**src/rtl/tsv_onehot_mux_array.sv**
```systemverilog
// Registered bank of one-hot AND-OR selectors for a TSV array.
// The select map is swapped only after the output stage drains, so no beat mixes two maps.
module tsv_onehot_mux_array #(
  parameter int N_TSV = 7,
  parameter int N_SRC = 3
) (
  input  logic                     clk,
  input  logic                     rst,
  input  logic                     cfg_valid,
  output logic                     cfg_ready,
  input  logic [N_TSV*N_SRC-1:0]   cfg_sel,
  output logic                     cfg_err,
  output logic [N_TSV*N_SRC-1:0]   sel_active,
  input  logic                     in_valid,
  output logic                     in_ready,
  input  logic [N_TSV*N_SRC-1:0]   in_data,
  output logic                     out_valid,
  input  logic                     out_ready,
  output logic [N_TSV-1:0]         out_data
);

  localparam logic [N_SRC-1:0] FIELD_ONE = N_SRC'(1);

  function automatic logic [N_TSV*N_SRC-1:0] default_sel();
    logic [N_TSV*N_SRC-1:0] r;
    r = '0;
    for (int t = 0; t < N_TSV; t++) r[t*N_SRC] = 1'b1;
    return r;
  endfunction

  localparam logic [N_TSV*N_SRC-1:0] SEL_DEFAULT = default_sel();

  typedef enum logic [1:0] {ACTIVE, DRAIN, APPLY} state_t;

  state_t                   state_q, state_d;
  logic [N_TSV*N_SRC-1:0]   pending_q;
  logic                     cfg_legal;
  logic                     cfg_fire;
  logic                     in_fire;
  logic                     out_free;
  logic [N_TSV-1:0]         mux_out;

  // A field is legal when clearing its lowest set bit leaves nothing.
  always_comb begin
    logic [N_SRC-1:0] f;
    f         = '0;
    cfg_legal = 1'b1;
    for (int t = 0; t < N_TSV; t++) begin
      f = cfg_sel[t*N_SRC +: N_SRC];
      if ((f & (f - FIELD_ONE)) != '0) cfg_legal = 1'b0;
    end
  end

  always_comb begin
    mux_out = '0;
    for (int t = 0; t < N_TSV; t++)
      mux_out[t] = |(in_data[t*N_SRC +: N_SRC] & sel_active[t*N_SRC +: N_SRC]);
  end

  assign out_free  = ~out_valid | out_ready;
  assign cfg_ready = (state_q == ACTIVE);
  assign in_ready  = (state_q == ACTIVE) & out_free;
  assign cfg_fire  = cfg_valid & cfg_ready;
  assign in_fire   = in_valid & in_ready;

  always_comb begin
    state_d = state_q;
    case (state_q)
      ACTIVE:  if (cfg_fire && cfg_legal) state_d = DRAIN;
      DRAIN:   if (out_free) state_d = APPLY;
      APPLY:   state_d = ACTIVE;
      default: state_d = ACTIVE;
    endcase
  end

  always_ff @(posedge clk) begin
    if (rst) begin
      state_q    <= ACTIVE;
      sel_active <= SEL_DEFAULT;
      pending_q  <= '0;
      cfg_err    <= 1'b0;
      out_valid  <= 1'b0;
      out_data   <= '0;
    end else begin
      state_q <= state_d;
      cfg_err <= cfg_fire & ~cfg_legal;
      if (cfg_fire && cfg_legal) pending_q <= cfg_sel;
      if (state_q == APPLY) sel_active <= pending_q;
      if (in_fire) begin
        out_data  <= mux_out;
        out_valid <= 1'b1;
      end else if (out_valid && out_ready) begin
        out_valid <= 1'b0;
      end
    end
  end

endmodule
```
**config.mk**
```make
export PLATFORM = sky130hd
export DESIGN_NAME = tsv_onehot_mux_array
export DESIGN_NICKNAME = d
export VERILOG_FILES = /design/src/rtl/tsv_onehot_mux_array.sv
export SDC_FILE = /design/constraint.sdc
export NUM_CORES = 1
export LEC_CHECK = 0
export ABC_AREA = 0
export BUFFER_PORTS_ARGS = -buffer_cell sky130_fd_sc_hd__buf_2
export CAP_MARGIN = 20
export CORE_MARGIN = 1
export CORE_UTILIZATION = 30
export CTS_CLUSTER_DIAMETER = 50
export DETAILED_ROUTE_END_ITERATION = 7
export HOLD_SLACK_MARGIN = 0.03
export PLACE_DENSITY = 0.49
export SYNTH_ARGS = -nofsm -noshare
export SYNTH_HDL_FRONTEND = slang
export SYNTH_SLANG_ARGS = --single-unit
```
**constraint.sdc**
```tcl
create_clock -name clk -period 2.1 [get_ports clk]
set_input_delay 0 -clock clk [delete_from_list [all_inputs] [get_ports clk]]
set_output_delay 0 -clock clk [all_outputs]
set_load 0.01 [all_outputs]
```
==> impl_summary.log <==
INFO  metric dieHeight = 88.2 um
INFO  metric end_kind = flop
INFO  metric overflow = 0
INFO  metric clock-root-buffer = sky130_fd_sc_hd__clkbuf_8
INFO  metric synth_warnings = 0
INFO  metric clock_insertion_delay_worst_skew = 0.30 ns
INFO  metric global_route.usage.total = 0.152
INFO  metric avgSynthCellArea = 9.03 sq um
INFO  metric boundaryPins = 79
INFO  metric clock_tree.htree_level_count = 2
INFO  metric dp_hpwl = 4.16 mm
INFO  metric row_count = 31
INFO  metric grt_pass1_vias = 1821
INFO  metric clk_path_buf_depth = 2
INFO  metric final.period_utilization = 0.882
INFO  metric drt-pass1-iter-count = 4
INFO  metric reg2reg_slack = 0.51 ns
INFO  metric drive_gt1_frac = 0.270
INFO  metric syn-instance-count = 247
INFO  metric core_area = 7210 sq um
INFO  metric fmax = 540 MHz
INFO  metric ant_nets = 0
INFO  metric grt_setup_unrepaired = false
INFO  metric setup_violations = 0
INFO  metric dieArea = 7790 sq um
INFO  metric layout.nets = 391
INFO  metric cts_made_buffers = 5
INFO  metric max_slew_headroom_at_the_worst_pin = 0.657
INFO  metric antenna_cells = 0
INFO  metric worst-slew-pin-transition = 0.508 ns
INFO  metric final_period_minus_worst_setup_slack = 1.85 ns
INFO  metric timing_worst_setup_path_type = in -> reg
INFO  metric postLayoutSetupSlackWorst = 0.249 ns
INFO  metric setup_tns = 0 ns
INFO  metric syn_area = 2230 sq um
INFO  metric hp-class = in -> reg
INFO  metric remaining_drc_errors = 0
INFO  metric clock-sinks = 53
INFO  metric fillerInstances = 778
INFO  metric status = finished clean
INFO  metric register_bit_count_reported_by_yosys = 53
INFO  metric antenna_violations_before_repair = 0
INFO  metric pre_cts_ws = 0.461 ns
INFO  metric initialDrtViolationCount = 75
INFO  metric first_pass_grt_wire_length = 8.91 mm
INFO  metric drv_slew = 0
INFO  metric cts.reportedPaths.clkPinSlew = 0.09 ns
INFO  metric count_of_buffers_inserted_at_the_top_level_ports = 78
INFO  metric cts_tree = yes
INFO  metric routed_wl = 5.70 mm
INFO  metric gp_routability_congestion = 0.726
INFO  metric timing.critical_path.required = 2.34 ns
INFO  metric vias_per_cell = 4.54
INFO  metric postSynthNetCount = 294
INFO  metric synth_sequential_area_ratio = 0.476
INFO  metric average_detailed_routed_wire_length_per_instance = 12.8 um
INFO  metric final.setup_skew = 0.00274 ns
INFO  metric grt_start_max_net_pins = 41
INFO  metric number_of_violations_of_the_max_capacitance_limit = 0
INFO  metric area_delta_synth_final = 36.6%
INFO  metric worst-endpoint-arrival = 2.09 ns
INFO  metric report.final.hold_viol_count = 0
INFO  metric die_w = 88.2 um
INFO  metric route.vias.total = 2017
INFO  metric synth_cell_type_count = 23
INFO  metric crit_path_start_kind = input port
INFO  metric maximum_net_fanout_on_the_critical_path = 19
INFO  metric leakagePower = 0.00124 uW
INFO  metric vdd.ir_drop.worst = 0.233 mV
INFO  metric initial_utilization = 0.309
INFO  metric pwr_density_cell = 605 nW/um^2
[final cells by class]
cell class                 count  area [sq um]  area share
clock inverter                 1          5.00     0.00164
tap                           99           124      0.0406
sequential                    53          1060       0.348
multi-input combinational    178          1090       0.359
clock buffer                   7          96.3      0.0316
timing repair buffer         106           668       0.219
[per-stage QoR]
stage          instances  total power [uW]  area, sq um  utilization  hold slack [ns]
5_1_grt              444              1940         3050        0.422           0.0650
3_5_place_dp         414              1220         2730        0.378            0.282
3_3_place_gp         414              1220         2730        0.378            0.283
6_report             444              1840         3050        0.422           0.0553
4_1_cts              444              1880         3050        0.422           0.0429
2_1_floorplan        247              1140         2230            -            0.143
[report_power, final]
part | total, uW | internal [uW] | switching [uW]
clock | 614 | 298 | 316
combinational | 205 | 112 | 93.1
sequential | 1030 | 1020 | 6.81
total | 1840 | 1430 | 416
[timing repair]
item / in CTS / in global routing
hold buffers: 22 / 0
resized for setup: 0 / 0
hold endpoints to repair: 22 / 0
endpoints found under the setup margin: 0 / 0
setup buffers: 0 / 0
[cell families after synthesis]
kind of cell	after synthesis	share of synthesized area
buffers and inverters	16	0.0342
multiplexers	21	0.0942
AO/OA/AOI/OAI	39	0.118
flip-flops	53	0.476
AND/OR/NAND/NOR	118	0.278
[synthesized netlist by cell type, drive strengths merged]
cell | number | area [sq um]
nor4b | 1 | 8.76
nand3b | 7 | 52.6
nand2b | 43 | 269
or2b | 1 | 7.51
a21oi | 14 | 70.1
a22oi | 2 | 15.0
and3 | 2 | 12.5
a222oi | 8 | 80.1
a32o | 1 | 10.0
dfxtp | 53 | 1060
nand2 | 44 | 165
nor3 | 2 | 10.0
clkbuf | 13 | 48.8
nand4 | 1 | 6.26
mux2i | 21 | 210
a211oi | 7 | 52.6
nor4 | 1 | 21.3
o21ai | 7 | 35.0
nand3 | 2 | 10.0
nor2 | 12 | 45.0
buf | 3 | 27.5
nor2b | 2 | 12.5
[flip-flops by register name (all words and copies together), names as in the netlist]
| name | count |
|---|---|
| cfg_err | 1 |
| out_valid | 1 |
| state_q | 2 |
| sel_active | 21 |
| pending_q | 21 |
| out_data | 7 |
[layer usage]
| layer | global-route usage | vias to the layer above | wire, um | share of wire |
|---|---|---|---|---|
| li1 | - | 1045 | - | - |
| met1 | 0.227 | 909 | 2960 | 0.52 |
| met2 | 0.217 | 54 | 2400 | 0.42 |
| met3 | 0.0271 | 9 | 240 | 0.042 |
| met4 | 0.0557 | 0 | 95 | 0.017 |
| met5 | 0 | - | 0 | 0 |
[path summary, 6_finish.rpt]
kind | cells past startpoint | startpoint | endpoint
max | 7 | cfg_sel[6] | pending_q[2]$_SDFFE_PP0P_
min | 3 | cfg_sel[7] | pending_q[7]$_SDFFE_PP0P_
min reg2reg | 2 | pending_q[16]$_SDFFE_PP0P_ | sel_active[16]$_SDFFE_PP0N_
max reg2reg | 5 | state_q[1]$_SDFFE_PP0P_ | pending_q[2]$_SDFFE_PP0P_
[cells in the final DEF (no fill, tap or decap)]
| cell | n |
|---|---|
| sky130_fd_sc_hd__buf_2 | 78 |
| sky130_fd_sc_hd__dfxtp_1 | 53 |
| sky130_fd_sc_hd__nand2_1 | 44 |
| sky130_fd_sc_hd__nand2b_1 | 43 |
| sky130_fd_sc_hd__dlygate4sd3_1 | 22 |
| sky130_fd_sc_hd__mux2i_1 | 21 |
| sky130_fd_sc_hd__a21oi_1 | 14 |
| sky130_fd_sc_hd__nor2_1 | 12 |
| sky130_fd_sc_hd__a222oi_1 | 8 |
| sky130_fd_sc_hd__nand3b_1 | 7 |
| sky130_fd_sc_hd__a211oi_1 | 7 |
| sky130_fd_sc_hd__o21ai_0 | 7 |
| sky130_fd_sc_hd__clkbuf_8 | 7 |
| sky130_fd_sc_hd__buf_4 | 5 |
| sky130_fd_sc_hd__nor2b_1 | 2 |
| sky130_fd_sc_hd__nor3_1 | 2 |
| sky130_fd_sc_hd__and3_1 | 2 |
| sky130_fd_sc_hd__a22oi_1 | 2 |
| sky130_fd_sc_hd__nand3_1 | 2 |
| sky130_fd_sc_hd__nand4_1 | 1 |
| sky130_fd_sc_hd__nor4b_1 | 1 |
| sky130_fd_sc_hd__a32o_1 | 1 |
| sky130_fd_sc_hd__nor4_4 | 1 |
| sky130_fd_sc_hd__or2b_1 | 1 |
| sky130_fd_sc_hd__clkinv_2 | 1 |
| sky130_fd_sc_hd__buf_12 | 1 |
[worst max-delay path, cell delays in order]
cell	delay (ns)
sky130_fd_sc_hd__dlygate4sd3_1	0.55
sky130_fd_sc_hd__buf_2	0.15
sky130_fd_sc_hd__a222oi_1	0.35
sky130_fd_sc_hd__nand3_1	0.21
sky130_fd_sc_hd__nor4_4	0.39
sky130_fd_sc_hd__buf_12	0.24
sky130_fd_sc_hd__mux2i_1	0.19
No activity file was read; power rests on OpenSTA's default activity.
